[src/rtl/op_share_pkg.sv]
// Shared types and the compute function for the op-share arbiter.
// Operand fields are sized to OP_W_MAX so one struct type serves every WIDTH
// up to that limit; narrower operands are zero-extended into it.
package op_share_pkg;

   localparam int unsigned OP_WIDTH_DEF = 2;
   localparam int unsigned OP_W_MAX     = 16;

   typedef enum logic [1:0] {
      OP_AND = 2'b00,
      OP_OR  = 2'b01,
      OP_XOR = 2'b10,
      OP_ADD = 2'b11
   } op_e;

   typedef enum logic [1:0] {
      IDLE = 2'd0,
      EXEC = 2'd1,
      RESP = 2'd2
   } arb_state_e;

   typedef struct packed {
      op_e                 op;
      logic [OP_W_MAX-1:0] a;
      logic [OP_W_MAX-1:0] b;
   } op_req_t;

   // Zero-extended operands keep upper bits clear, so the caller can truncate
   // the result to WIDTH+1 bits with no loss (ADD carry included).
   function automatic logic [OP_W_MAX:0] op_compute(input op_req_t r);
      logic [OP_W_MAX:0] ea;
      logic [OP_W_MAX:0] eb;
      ea = {1'b0, r.a};
      eb = {1'b0, r.b};
      case (r.op)
         OP_AND:  return ea & eb;
         OP_OR:   return ea | eb;
         OP_XOR:  return ea ^ eb;
         default: return ea + eb;
      endcase
   endfunction

endpackage

[src/rtl/op_share_arbiter_if.sv]
// Requester/consumer bus for op_share_arbiter.
// master: the client side; slave: the arbiter.
interface op_share_arbiter_if #(
   parameter int unsigned NUM_REQ = 3,
   parameter int unsigned WIDTH   = 2
);
   localparam int unsigned IDW = $clog2(NUM_REQ);

   logic [NUM_REQ-1:0]       req;
   logic [2*NUM_REQ-1:0]     opcode;
   logic [WIDTH*NUM_REQ-1:0] op_a;
   logic [WIDTH*NUM_REQ-1:0] op_b;
   logic [NUM_REQ-1:0]       gnt;
   logic                     res_valid;
   logic                     res_ready;
   logic [WIDTH:0]           res_data;
   logic [IDW-1:0]           res_id;
   logic                     busy;

   modport master (
      output req, opcode, op_a, op_b, res_ready,
      input  gnt, res_valid, res_data, res_id, busy
   );

   modport slave (
      input  req, opcode, op_a, op_b, res_ready,
      output gnt, res_valid, res_data, res_id, busy
   );

endinterface

[src/rtl/rr_pick.sv]
// Combinational round-robin selector: first set request searching upward
// from i_last+1, wrapping modulo NUM_REQ.
module rr_pick #(
   parameter int unsigned NUM_REQ = 3,
   parameter int unsigned IDW     = $clog2(NUM_REQ)
) (
   input  logic [NUM_REQ-1:0] i_req,
   input  logic [IDW-1:0]     i_last,
   output logic [NUM_REQ-1:0] o_pick,
   output logic [IDW-1:0]     o_idx,
   output logic               o_any
);

   int unsigned w_cand;

   // Scan candidates in priority order; the first hit wins.
   always_comb begin
      o_pick = '0;
      o_idx  = '0;
      o_any  = 1'b0;
      w_cand = 0;
      for (int unsigned k = 1; k <= NUM_REQ; k++) begin
         w_cand = (32'(i_last) + k) % NUM_REQ;
         if (!o_any && i_req[w_cand]) begin
            o_any          = 1'b1;
            o_idx          = IDW'(w_cand);
            o_pick[w_cand] = 1'b1;
         end
      end
   end

endmodule

[src/rtl/op_share_arbiter.sv]
// Round-robin arbiter/sequencer for one shared logic/add unit.
// IDLE grants and latches operands, EXEC computes, RESP holds the result
// until the consumer takes it. WIDTH must not exceed OP_W_MAX.
// Optional: OP_SHARE_ARB_STATS_EN adds per-requester saturating grant counters.
module op_share_arbiter
   import op_share_pkg::*;
#(
   parameter int unsigned NUM_REQ = 3,
   parameter int unsigned WIDTH   = OP_WIDTH_DEF
) (
   input  logic                 clk,
   input  logic                 rst,
   op_share_arbiter_if.slave    bus
`ifdef OP_SHARE_ARB_STATS_EN
   ,
   input  logic                 stats_clr,
   output logic [8*NUM_REQ-1:0] grant_cnt
`endif
);

   localparam int unsigned IDW = $clog2(NUM_REQ);
   localparam int unsigned RW  = WIDTH + 1;

   localparam logic [1:0] ST_IDLE = IDLE;
   localparam logic [1:0] ST_EXEC = EXEC;
   localparam logic [1:0] ST_RESP = RESP;

   logic [1:0]         r_state;
   logic [IDW-1:0]     r_last;
   logic [IDW-1:0]     r_idx;
   op_req_t            r_op;
   logic [WIDTH:0]     r_res_data;
   logic [IDW-1:0]     r_res_id;
   logic               r_res_valid;

   logic [NUM_REQ-1:0] w_pick;
   logic [IDW-1:0]     w_idx;
   logic               w_any;
   op_req_t            w_op_nxt;

   rr_pick #(
      .NUM_REQ (NUM_REQ),
      .IDW     (IDW)
   ) u_pick (
      .i_req  (bus.req),
      .i_last (r_last),
      .o_pick (w_pick),
      .o_idx  (w_idx),
      .o_any  (w_any)
   );

   // Gather the winner's opcode and operands into the struct to be latched.
   always_comb begin
      w_op_nxt    = '0;
      w_op_nxt.op = op_e'(bus.opcode[2*w_idx +: 2]);
      w_op_nxt.a  = OP_W_MAX'(bus.op_a[WIDTH*w_idx +: WIDTH]);
      w_op_nxt.b  = OP_W_MAX'(bus.op_b[WIDTH*w_idx +: WIDTH]);
   end

   assign bus.gnt       = (r_state == ST_IDLE && !rst) ? w_pick : '0;
   assign bus.busy      = (r_state != ST_IDLE);
   assign bus.res_valid = r_res_valid;
   assign bus.res_data  = r_res_data;
   assign bus.res_id    = r_res_id;

   // Sequencer: one operation in flight, pointer advances on handshake.
   always_ff @(posedge clk) begin
      if (rst) begin
         r_state     <= ST_IDLE;
         r_last      <= IDW'(NUM_REQ - 1);
         r_idx       <= '0;
         r_op        <= '0;
         r_res_data  <= '0;
         r_res_id    <= '0;
         r_res_valid <= 1'b0;
      end else begin
         case (r_state)
            ST_IDLE: begin
               if (w_any) begin
                  r_op    <= w_op_nxt;
                  r_idx   <= w_idx;
                  r_state <= ST_EXEC;
               end
            end
            ST_EXEC: begin
               r_res_data  <= RW'(op_compute(r_op));
               r_res_id    <= r_idx;
               r_res_valid <= 1'b1;
               r_state     <= ST_RESP;
            end
            ST_RESP: begin
               if (bus.res_ready) begin
                  r_res_valid <= 1'b0;
                  r_last      <= r_res_id;
                  r_state     <= ST_IDLE;
               end
            end
            default: r_state <= ST_IDLE;
         endcase
      end
   end

`ifdef OP_SHARE_ARB_STATS_EN
   logic [7:0] r_cnt [NUM_REQ];

   // Saturating per-requester grant counters; clear beats increment.
   always_ff @(posedge clk) begin
      for (int unsigned i = 0; i < NUM_REQ; i++) begin
         if (rst || stats_clr) begin
            r_cnt[i] <= '0;
         end else if (bus.gnt[i] && r_cnt[i] != 8'hFF) begin
            r_cnt[i] <= r_cnt[i] + 8'd1;
         end
      end
   end

   // Flatten counters onto the output bus.
   always_comb begin
      grant_cnt = '0;
      for (int unsigned i = 0; i < NUM_REQ; i++) begin
         grant_cnt[8*i +: 8] = r_cnt[i];
      end
   end
`endif

endmodule

[src/flat_wrapper.sv]
// flat-port wrapper written by rule: the top's interface ports become plain ports
module op_share_arbiter_flat import op_share_pkg::*;
#(
   parameter int unsigned NUM_REQ = 3,
   parameter int unsigned WIDTH   = OP_WIDTH_DEF
)
  (clk, rst, bus_req, bus_opcode, bus_op_a, bus_op_b, bus_res_ready, bus_gnt, bus_res_valid, bus_res_data, bus_res_id, bus_busy);
  op_share_arbiter_if #(.NUM_REQ(NUM_REQ), .WIDTH(WIDTH)) bus_i ();
  input  logic clk;
  input  logic rst;
  input wire logic [$bits(bus_i.req)-1:0] bus_req;
  input wire logic [$bits(bus_i.opcode)-1:0] bus_opcode;
  input wire logic [$bits(bus_i.op_a)-1:0] bus_op_a;
  input wire logic [$bits(bus_i.op_b)-1:0] bus_op_b;
  input wire logic [$bits(bus_i.res_ready)-1:0] bus_res_ready;
  output wire logic [$bits(bus_i.gnt)-1:0] bus_gnt;
  output wire logic [$bits(bus_i.res_valid)-1:0] bus_res_valid;
  output wire logic [$bits(bus_i.res_data)-1:0] bus_res_data;
  output wire logic [$bits(bus_i.res_id)-1:0] bus_res_id;
  output wire logic [$bits(bus_i.busy)-1:0] bus_busy;
  assign bus_i.req = bus_req;
  assign bus_i.opcode = bus_opcode;
  assign bus_i.op_a = bus_op_a;
  assign bus_i.op_b = bus_op_b;
  assign bus_i.res_ready = bus_res_ready;
  assign bus_gnt = bus_i.gnt;
  assign bus_res_valid = bus_i.res_valid;
  assign bus_res_data = bus_i.res_data;
  assign bus_res_id = bus_i.res_id;
  assign bus_busy = bus_i.busy;
  op_share_arbiter #(.NUM_REQ(NUM_REQ), .WIDTH(WIDTH)) u_core (.clk(clk), .rst(rst), .bus(bus_i));
endmodule
[config.mk]
export PLATFORM = sky130hd
export DESIGN_NAME = op_share_arbiter_flat
export DESIGN_NICKNAME = d
export VERILOG_FILES = /design/src/rtl/op_share_pkg.sv /design/src/rtl/op_share_arbiter_if.sv /design/src/rtl/rr_pick.sv /design/src/rtl/op_share_arbiter.sv /design/src/flat_wrapper.sv
export SDC_FILE = /design/constraint.sdc
export NUM_CORES = 1
export LEC_CHECK = 0
export ABC_AREA = 0
export BUFFER_PORTS_ARGS = -buffer_cell sky130_fd_sc_hd__buf_4
export CORE_MARGIN = 10
export CORE_UTILIZATION = 56
export DETAILED_ROUTE_END_ITERATION = 7
export PLACE_DENSITY = 0.84
export SYNTH_ARGS = -nofsm -noshare
export SYNTH_HDL_FRONTEND = slang
export SYNTH_SLANG_ARGS = --single-unit
[constraint.sdc]
create_clock -name clk -period 6.4 [get_ports clk]
set_input_delay 0.96 -clock clk [delete_from_list [all_inputs] [get_ports clk]]
set_output_delay 0.96 -clock clk [all_outputs]
set_load 0.05 [all_outputs]
==> results of run 1 <==
-- metrics by stage --
stage,cell area [µm²],instances
3_3_place_gp,1550,208
3_5_place_dp,1550,208
2_1_floorplan,1320,154
5_1_grt,1590,212
4_1_cts,1590,212
6_report,1590,212
-- layout make-up --
cell class,instances,share of cell area (%)
Multi-Input combinational cell,118,54.6
Sequential cell,18,22.7
Tap cell,28,2.20
Timing Repair Buffer,33,15.6
Clock buffer,4,2.28
Inverter,11,2.60
-- worst max-delay path, cell delays in order, from the launching register on --
cell and delay, ns:
dfxtp_1 0.40, inv_1 0.09, ha_1 0.53, mux2i_1 0.28, o21ai_0 0.19, nor3_1 0.34
nand2_1 0.09, a21oi_1 0.16, buf_4 0.22
-- Yosys cell counts (all sizes together), types with 2 or more instances --
cell / instances
or2: 2
o21ai: 8
and2b: 4
inv: 11
nand2b: 4
a2111oi: 2
nand3b: 4
a21oi: 13
nor2b: 4
ha: 8
nand2: 11
a211oi: 4
nor2: 17
buf: 5
clkbuf: 2
o21a: 3
a2bb2oi: 2
a221o: 4
nor3: 5
o211ai: 2
dfxtp: 18
mux2i: 10
-- registers in the layout, indices dropped and copies added (netlist names) --
name                  count
u_core.r_last             2
u_core.r_state            2
u_core.r_op               6
u_core.bus.res_valid      1
u_core.bus.res_id         2
u_core.r_idx              2
u_core.bus.res_data       3
-- where the power goes --
part	internal [mW]	leakage, nW	switching (mW)
Sequential	0.125	0.148	0.0105
Clock	0.0347	0.0210	0.0379
Combinational	0.0544	0.560	0.0738
Total	0.214	0.729	0.122
-- layout by cell type, fill, tap and decap left out, types with 2 or more instances in the layout --
| cell | netlist | routed |
|---|---|---|
| a21oi_1 | 13 | 13 |
| o21a_1 | 3 | 3 |
| a221o_1 | 4 | 4 |
| a2bb2oi_1 | 2 | 2 |
| nand2_1 | 11 | 11 |
| inv_1 | 11 | 11 |
| dfxtp_1 | 18 | 18 |
| o21ai_1 | 2 | 2 |
| nor2_1 | 15 | 15 |
| o21ai_0 | 4 | 4 |
| buf_4 | 2 | 33 |
| nor3_1 | 5 | 5 |
| o211ai_1 | 2 | 2 |
| mux2i_1 | 9 | 9 |
| clkbuf_4 | 0 | 3 |
| nand2b_1 | 4 | 4 |
| ha_1 | 8 | 8 |
| nand3b_1 | 3 | 3 |
| a211oi_1 | 4 | 4 |
| and2b_2 | 2 | 2 |
| a2111oi_2 | 2 | 2 |
| and2b_1 | 2 | 2 |
| nor2b_1 | 3 | 3 |
-- per-layer routing --
metal | GRT usage [%] | up-vias | part of all wire (%)
li1 | - | 607 | -
met1 | 16.4 | 563 | 43
met2 | 24.2 | 46 | 47
met3 | 5.15 | 9 | 8.9
met4 | 5.28 | 0 | 1.6
met5 | 0 | - | 0
-- worst max path at each step --
| stage | slack (ns) | depth (start not counted) | endpoint | from |
|---|---|---|---|---|
| 2_1_floorplan | 2.87 | 3 | bus_gnt[0] | rst |
| 6_report | 2.84 | 8 | bus_gnt[1] | u_core.r_last[0] |
| 3_3_place_gp | 3.26 | 7 | bus_gnt[2] | bus_req[1] |
| 4_1_cts | 2.82 | 8 | bus_gnt[1] | u_core.r_last[0] |
| 5_1_grt | 2.59 | 8 | bus_gnt[1] | u_core.r_last[0] |
| 3_5_place_dp | 3.19 | 8 | bus_gnt[2] | u_core.r_last[0] |
-- cell families (layout without fill, tap and decap cells) --
kind of cell,Yosys count,after routing
adders and majority gates,9,9
and+or+nand+nor,57,57
buffers and inverters,18,48
muxes,11,11
DFF,18,18
AOI/OAI and AO/OA,41,41
==> summary.md, run 1 <==
| Metric | Value |
|---|---|
| Status | completed |
| Site Rows | 17 |
| Seq/Total Area, Yosys | 27.3% |
| Hold Path End | u_core.bus.res_id[0] |
| DR vias | approximately 1200 |
| RSZ-0062 raised after global routing | no |
| Reg2reg start | u_core.r_last[0] |
| Post-Synth Adder-Cell Area | 9.10% |
| Mapped Area | 1320 µm² |
| H-tree depth | 1 |
| Syn nets | 187 |
| Finished Core Util | between 70% and 80% |
| Complex-gate fraction of the synthesized area | 22.7% |
| Largest net degree at the start of global routing | 19 |
| Dpl ws | between 3 and 4 ns |
| Crit path required time | approximately 5.4 ns |
| Slew Limit Fails | 0 |
| #FFs+latches synth | 18 |
| Nets@finish | 218 |
| Initial antenna violation count | 0 |
| Synth top area share | 27.3% |
| Share of cells above drive strength 1 | roughly 29% |
| Setup crit end kind | output pin |
| Synth Area in Simple Gates | 25.3% |
| Syn avg cell area | 8.57 µm² |
| CTS tree | done |
| Total iterations of the first detailed-routing run | 4 |
| Fill count | 196 |
| Setup Skew | around 0.0034 ns |
| Clock-pin transition on the worst setup and hold timing paths | 0.10 ns |
| Setup TNS | 0 ns |
| Setup Fix Bufs, Post-CTS | 0 |
| Worst IR Drop VDD | 0.180 mV |
| Hold path depth | 2 |
| Area Overhead vs Synth | 20.4% |
| Hold Vio Cnt, Final | 0 |
| CTS Root Cell | clkbuf_4 |
| Final WS setup | between 2 and 3 ns |
| Largest family of logic cells by synthesized area | simple AND/OR/NAND/NOR gates |
| CP Data Arrival Time | about 2.6 ns |
| Synth Flop Type | dfxtp_1 |
| Post-detail-place hpwl | 2550 µm |
| Number of inserted diodes | 0 |
| Flop2flop setup slack | 3.78 ns |
| Worst Tran Pin Value | 0.444 ns |
| Routed WL | 3240 µm |
| Pwr dens | ~210 nW/µm² |
| Hold_sp | u_core.r_idx[0] |
| Ports | 34 |
| Chip width | around 70 µm |
| Port-buffer cells | 33 |
| Storage element area | 360 µm² |
| Chip height | 68.6 µm |
| Worst R2R Path Depth | 8 |
| Post-route ant nets | 0 |
| Leakage power | around 0.73 nW |
| Xor and xnor area share after synthesis | 0% |
| Synth unique cells | 45 |
| CTS Buf Count | 3 |
| Worst flop-to-flop path endpoint | u_core.r_op[32] |
| Cts hold-fix bufs | 0 |
| Starting DRT DRC Count | 38 |
| Initial Utilization | between 50% and 60% |
| Die area | 4700 µm² |
| Synth area leaders | dfxtp_1 (27%), ha_1 (7.6%), mux2i_1 (6.8%) |
| Area occupied by multi-input gates | roughly 870 µm² |
| Worst-skew pair later-pin latency | 0.30 ns |
| Fmax | 281 MHz |
| Post-route clock period utilization | 55.6% |
| Mapped Cells | between 150 and 200 |
| DR WL/cell | roughly 15 µm |
| FFs w/ async S/R, synth | 0% |
| Mux contribution to synthesized area | a little under 9% |
| Total GRT Usage | 14.4% |
| EDFF count, synth | 0 |
| Yosys warnings | 0 |
| Tmin final | 3.56 ns |
| Number of gates resized after cts | 0 |
| First-pass GRT wire length | 5410 µm |
| GRT overflow | 0 |
| Vias per inst | 5.78 |
| Vias in the first global route | 1247 |
| Final Setup Violations | 0 |
| Max clock buf depth | 2 |
| # DRC | 0 |
| Overall power | ~0.34 mW |
| Clk sinks | 18 |
| CP max FO | 13 |
| Total core area | 2230 µm² |
| Hold WC Path Type | flop to flop |
| Leading area contributor after synthesis | dfxtp_1 |
| Worst setup path class | flop to output pin |
| Final hold slack | 0.486 ns |
| Maximum capacitance violations | 0 |
| Slew HR | 70.4% |
| Crit path launch type | flop |
| Final Wtd Congestion | 0.895 |
Power figures use the tool's default switching activity.
==> inputs of run 2 (changes only) <==
Settings changed: ABC_AREA 0 to 1, CORE_UTILIZATION 56 to 52, PLACE_DENSITY 0.84 to 0.79.
Clock period 6.4 ns to 3.39 ns, I/O delays scaled along.
==> summary.md, run 2 <==
| Metric | Value |
|---|---|
| Status | completed |
| CP max FO | 7 (-6) |
| #FFs+latches synth | 18 (unchanged) |
| Setup TNS | 0 ns (unchanged) |
| Synth top area share | 28.5% (+1.2 points) |
| Ports | 34 (unchanged) |
| Synth unique cells | 23 (-49%) |
| Synth area leaders | dfxtp_1 (28%), inv_1 (10%), nand3_1 (9.9%) |
| Top Usage Layer GRT | met2 |
| Crit path required time | 2.88 ns (-2.56 ns) |
| First-pass GRT wire length | 5320 µm (-1.7%) |
| GRT overflow | 0 (unchanged) |
| FFs w/ async S/R, synth | 0% (unchanged) |
| Slew HR | 70.6% (+0.16 points) |
| CP Data Arrival Time | 2.21 ns (-0.39 ns) |
| Clk pwr share | 16.2% (-5.4 points) |
| Total iterations of the first detailed-routing run | 4 (unchanged) |
| Final Wtd Congestion | 0.793 (-11%) |
| DR vias | 1371 (+12%) |
| Most frequent cell after synthesis | inv_1 |
| Setup crit end | bus_gnt[1] |
| Final WS setup | 0.667 ns (-2.17 ns) |
| Met1 Use GR | 13.9% (-2.6 points) |
| Tmin final | 2.72 ns |
| Int Pwr | 0.455 mW (+110%) |
| Total GRT Usage | 12.6% (-1.8 points) |
| Setup Skew | 0.00131 ns (-0.00212 ns) |
| Post-detail-place hpwl | 2630 µm (+3.1%) |
| Met2 Resource Use GR | 22.8% (-1.4 points) |
| Worst flop-to-flop path endpoint | u_core.r_op[1] |
| Vias in the first global route | 1269 (+1.8%) |
| Syn avg cell area | 6.70 µm² (-22%) |
| Worst setup startpoint | u_core.r_last[0] |
| Switching Power | 0.368 mW (+200%) |
| RSZ-0062 raised after global routing | no |
| Mapped Cells | 189 (+23%) |
| Placed cell area | 1530 µm² (-1.2%) |
| Fmax | 367 MHz |
| Syn nets | 222 (+19%) |
| Max clock buf depth | 2 (unchanged) |
| Seq/Total Area, Yosys | 28.5% (+1.2 points) |
| Setup crit end kind | output pin |
| Hold WC Path Type | primary input to flop |
| Number of gates resized after cts | 0 (unchanged) |
| Vias per inst | 5.44 (-5.8%) |
| CTS Root Cell | clkbuf_4 |
| Hold Vio Cnt, Final | 0 (unchanged) |
| Leading area contributor after synthesis | dfxtp_1 |
| Slew Limit Fails | 0 (unchanged) |
| Nets@finish | 258 (+18%) |
| Most common library cells after synthesis | inv_1 (35), nand3_1 (25), nand2_1 (24), a21oi_1 (22), dfxtp_1 (18) |
| Die area | 4810 µm² (+2.3%) |
| Reg2reg start | u_core.r_last[0] |
| Worst Tran Pin Value | 0.441 ns (-0.00285 ns) |
| Yosys warnings | 0 (unchanged) |
| Post-route clock period utilization | 80.3% |
| Final design area excluding fillers | 1570 µm² (-1.2%) |
| DR WL/cell | 12.8 µm (-16%) |
| Crit path launch type | flop |
| H-tree depth | 1 (unchanged) |
| Max reg flops | 6 (unchanged) |
| Area Overhead vs Synth | 24.0% |
| Total core area | 2280 µm² (+1.9%) |
| Chip height | 69.3 µm (+1.2%) |
| Post-route ant nets | 0 (unchanged) |
| Met3 usage | 3.99% (-1.2 points) |
| Synth Flop Type | dfxtp_1 |
| CTS tree | done |
| Overall power | 0.823 mW (+150%) |
| Largest Register | u_core.r_op |
| Worst R2R Path Depth | 11 (+3) |
| Final Setup Violations | 0 (unchanged) |
| Worst setup path class | flop to output pin |
| Dpl ws | 1.03 ns (-2.16 ns) |
| Maximum capacitance violations | 0 (unchanged) |
| Pwr dens | 524 nW/µm² (+150%) |
| Clk sinks | 18 (unchanged) |
| CTS Buf Count | 3 (unchanged) |
| Setup Fix Bufs, Post-CTS | 0 (unchanged) |
| Worst-skew pair later-pin latency | 0.30 ns (about the same) |
| Flop2flop setup slack | 1.38 ns (-2.40 ns) |
| Most frequent cells in the layout | inv_1 (35), buf_4 (33), nand3_1 (25) |
| Final hold slack | 0.374 ns (-0.112 ns) |
| Share of cells above drive strength 1 | 25.4% (-3.9 points) |
| Logic pwr share | 48.9% (+11 points) |
| Switching Fraction | 44.7% (+8.3 points) |
| Starting DRT DRC Count | 93 (+140%) |
| Routed WL | 3230 µm (-0.25%) |
| Reg power frac | 34.9% (-5.3 points) |
| EDFF count, synth | 0 (unchanged) |
| Largest net degree at the start of global routing | 17 (-2) |
| Clock-pin transition on the worst setup and hold timing paths | 0.10 ns (about the same) |
| Worst IR Drop VDD | 0.484 mV (+170%) |
| Cts hold-fix bufs | 0 (unchanged) |
| Initial antenna violation count | 0 (unchanged) |
| Fill count | 214 (+9.2%) |
| Site Rows | 17 (unchanged) |
| # DRC | 0 (unchanged) |
| Leakage power | 0.826 nW (+13%) |
| Initial Utilization | 55.6% (-3.5 points) |
| Port-buffer cells | 33 (unchanged) |
| Mapped Area | 1270 µm² (-4.1%) |
| Chip width | 69.3 µm (+1.2%) |
| Most common cell after layout, fill and taps aside | inv_1 |
| Number of inserted diodes | 0 (unchanged) |
[run 2: changes by cell type after synthesis, sizes merged, moves of 9 or more]
cell   delta
a21oi     +9
inv      +29
mux2i    -10
nand2    +21
nand3    +30
o21ai    +10
[run 2: kinds of logic (layout without fill, tap and decap cells)]
group	count (synthesis)	after routing	synth area share, %
adder cells (fa/ha/maj)	9	9	9.49
AO/OA/AOI/OAI	45	45	18.8
buffers and inverters	42	77	13.0
flip-flops	18	18	28.5
AND/OR/NAND/NOR	75	75	30.2
[run 2: worst max-delay path, stage by stage (launching register included)]
cell and delay [ns]:
dfxtp_1 0.37, inv_1 0.08, ha_1 0.41, inv_2 0.09, nand2_2 0.07, nand3_2 0.08, nand2_4 0.11, nand2_1 0.07
o21ai_0 0.23, a21oi_1 0.08, nor2_1 0.10, buf_4 0.21
[run 2: worst min path at each step]
stage	start	end	slack (ns)	cells after the start
after floorplan	u_core.r_idx[0]	u_core.bus.res_id[0]	0.45	2
after global placement	u_core.bus.res_valid	u_core.bus.res_valid	0.45	2
after detailed placement	u_core.bus.res_valid	u_core.bus.res_valid	0.45	2
after CTS	rst	u_core.bus.res_valid	0.37	2
after global routing	rst	u_core.r_state[1]	0.37	2
final	rst	u_core.bus.res_valid	0.37	2
[run 2: cell type report]
class	instances	area (µm²)	share of cell area, %
sequential	18	360	22.9
multi-input combinational	129	741	47.2
timing repair buffer	33	248	15.8
tap	28	35.0	2.23
clock buffer	4	36.3	2.31
inverter	40	150	9.56
[run 2: per-layer routing]
metal / up-vias / routed length, µm
met4: 0 / 43
met3: 9 / 220
met2: 54 / 1590
met5: - / 0
met1: 616 / 1370
li1: 692 / -
[run 2: stage by stage]
stage / std cells / utilization, %
2_1_floorplan: 189 / -
3_5_place_dp: 248 / 67.4
4_1_cts: 252 / 69.0
6_report: 252 / 69.0
3_3_place_gp: 248 / 67.4
5_1_grt: 252 / 69.0
[run 2: power by group through the flow]
stage / registers, mW / clock network (mW) / logic (mW)
after global routing: 0.294 / 0.143 / 0.450
after detailed placement: 0.291 / 0 / 0.404
final: 0.288 / 0.133 / 0.403
after global placement: 0.289 / 0 / 0.389
after floorplan: 0.320 / 0 / 0.267
after CTS: 0.287 / 0.135 / 0.404
==> inputs of run 3 (changes only) <==
Settings changed: ABC_AREA 1 to 0.
Clock period 3.39 ns to 2.7 ns, I/O delays scaled along.
==> summary.md, run 3 (synthesized netlist as in run 1, its figures left out) <==
| Metric | Value |
|---|---|
| Status | completed |
| Final Setup Violations | 0 (unchanged) |
| Final design area excluding fillers | 1670 µm² (+6.5%) |
| Port-buffer cells | 33 (unchanged) |
| Max reg flops | 6 (unchanged) |
| Leakage power | 0.759 nW (-8.1%) |
| Crit path required time | 2.30 ns (-0.58 ns) |
| Slew Limit Fails | 0 (unchanged) |
| Max incr delay on CP | 0.37 ns (-0.04 ns) |
| DR WL/cell | 15.3 µm (+19%) |
| # DRC | 0 (unchanged) |
| Clk sinks | 18 (unchanged) |
| Routed WL | 3340 µm (+3.4%) |
| Chip height | 70.4 µm (+1.5%) |
| Die area | 4950 µm² (+3.0%) |
| Crit path launch type | flop |
| Tmin final | approximately 2.6 ns |
| Most frequent cells in the layout | buf_4 (37), dfxtp_1 (17), nor2_1 (15) |
| H-tree depth | 1 (unchanged) |
| Worst setup path class | flop to output pin |
| DR vias | 1229 (-10%) |
| Fill count | 209 (-2.3%) |
| GRT overflow | 0 (unchanged) |
| Post-detail-place hpwl | 2530 µm (-4.0%) |
| CP Data Arrival Time | 2.19 ns (-0.02 ns) |
| Share of cells above drive strength 1 | 35.4% (+10 points) |
| Delay-heaviest family, CP | simple AND/OR/NAND/NOR gates |
| Overall power | 0.805 mW (-2.2%) |
| Buffers & Inverters on Critical Path | 2 (-1) |
| CTS tree | done |
| Maximum capacitance violations | 0 (unchanged) |
| Initial Utilization | 53.8% (-1.9 points) |
| Clock-pin transition on the worst setup and hold timing paths | 0.10 ns (about the same) |
| Slew HR | 69.7% (-0.86 points) |
| Placed cell area | 1570 µm² (+2.2%) |
| Worst Tran Pin Value | 0.454 ns (+0.0134 ns) |
| Largest Register | u_core.r_op |
| Site Rows | 18 (+1) |
| Vias per inst | 5.61 (+3.2%) |
| Crit-path slowest cell | dfxtp_2 |
| Nets@finish | 223 (-14%) |
| Post-route ant nets | 0 (unchanged) |
| Setup Skew | 0.00165 ns (+0.000347 ns) |
| Final Wtd Congestion | 0.903 (+14%) |
| Hold WC Path Type | primary input to flop |
| First-pass GRT wire length | 5530 µm (+3.9%) |
| Area occupied by multi-input gates | 913 µm² (+23%) |
| Storage element area | 362 µm² (+0.35%) |
| Number of inserted diodes | 0 (unchanged) |
| Max clock buf depth | 2 (unchanged) |
| Chip width | 70.4 µm (+1.5%) |
| Vias in the first global route | 1206 (-5.0%) |
| Total GRT Usage | 12.9% (+0.22 points) |
| CTS Buf Count | 3 (unchanged) |
| Hold Vio Cnt, Final | 0 (unchanged) |
| CTS Root Cell | clkbuf_4 |
| Crit path cell chain | inv_1 -> ha_4 -> mux2i_4 -> o21ai_2 -> nor3_2 -> nand2_1 -> a21oi_1 -> buf_4 |
| Post-route clock period utilization | 96.1% |
| Total iterations of the first detailed-routing run | 4 (unchanged) |
| Area Overhead vs Synth | 26.7% |
| Largest net degree at the start of global routing | 19 (+2) |
| Most common cell after layout, fill and taps aside | buf_4 |
| Cts hold-fix bufs | 0 (unchanged) |
| Setup crit end kind | output pin |
| Ports | 34 (unchanged) |
| Total core area | 2450 µm² (+7.9%) |
| Initial antenna violation count | 0 (unchanged) |
| Fmax | 385 MHz |
| Starting DRT DRC Count | 43 (-54%) |
| Worst IR Drop VDD | 0.499 mV (+3.1%) |
| CP max FO | 6 (-1) |
| Pwr dens | 481 nW/µm² (-8.2%) |
| Worst-skew pair later-pin latency | 0.29 ns (about the same) |
==> run 3: changes by cell type in the layout (fill, tap and decap cells not counted), sizes merged, moves of 8 or more <==
cell   change
a21oi      -9
inv       -29
mux2i     +10
nand2     -21
nand3     -30
nor2       +8
o21ai     -10
==> run 3: final cells by class <==
class	count	share of cell area, %
Multi-Input combinational cell	118	54.6
Clock buffer	4	2.17
Sequential cell	18	21.6
Tap cell	30	2.24
Timing Repair Buffer	38	16.9
Inverter	11	2.47
==> run 3: through the flow <==
| stage | setup TNS [ns] | instances | util [%] | worst slack, ns | hold WS (ns) |
|---|---|---|---|---|---|
| detailed placement | 0 | 211 | 63.9 | 0.0373 | 0.457 |
| floorplan | 0 | 154 | - | 0.0168 | 0.432 |
| CTS | 0 | 216 | 66.4 | 0.0178 | 0.370 |
| finish | 0 | 219 | 68.1 | 0.105 | 0.376 |
| global placement | 0 | 211 | 63.9 | 0.177 | 0.459 |
| global route | -0.0297 | 219 | 68.1 | -0.0195 | 0.376 |
==> run 3: per-layer routing <==
metal	global-route usage [%]	part of all wire, %
met5	0	0
met2	20.8	48
met4	3.73	0.72
met3	4.94	7.2
met1	15.3	44
==> run 3: worst min-delay path, stage by stage <==
cell and delay (ns):
buf_4 0.08, or3b_2 0.09, a21oi_1 0.05
==> run 3: report_power, final <==
part           internal [mW]  leakage, nW  switching, mW
Combinational          0.137        0.589          0.180
Clock                 0.0822       0.0210         0.0856
Sequential             0.295        0.149         0.0255
Total                  0.514        0.759          0.291
==> run 3: timing repair <==
item / in CTS / in global routing
gates cloned: 0 / 0
pin swaps: 1 / 2
buffers inserted: 1 / 3
setup endpoints to repair: 3 / 2
resized for setup: 4 / 6
==> run 3: worst paths after layout <==
kind	from	endpoint	slack, ns	cells after the start
setup / recovery	u_core.r_last[0]	bus_gnt[2]	0.11	8
hold reg to reg	u_core.r_idx[0]	u_core.bus.res_id[0]	0.48	2
hold / removal	bus_res_ready	u_core.r_state[1]	0.38	3
setup reg to reg	u_core.r_last[0]	u_core.r_op[33]	0.28	9
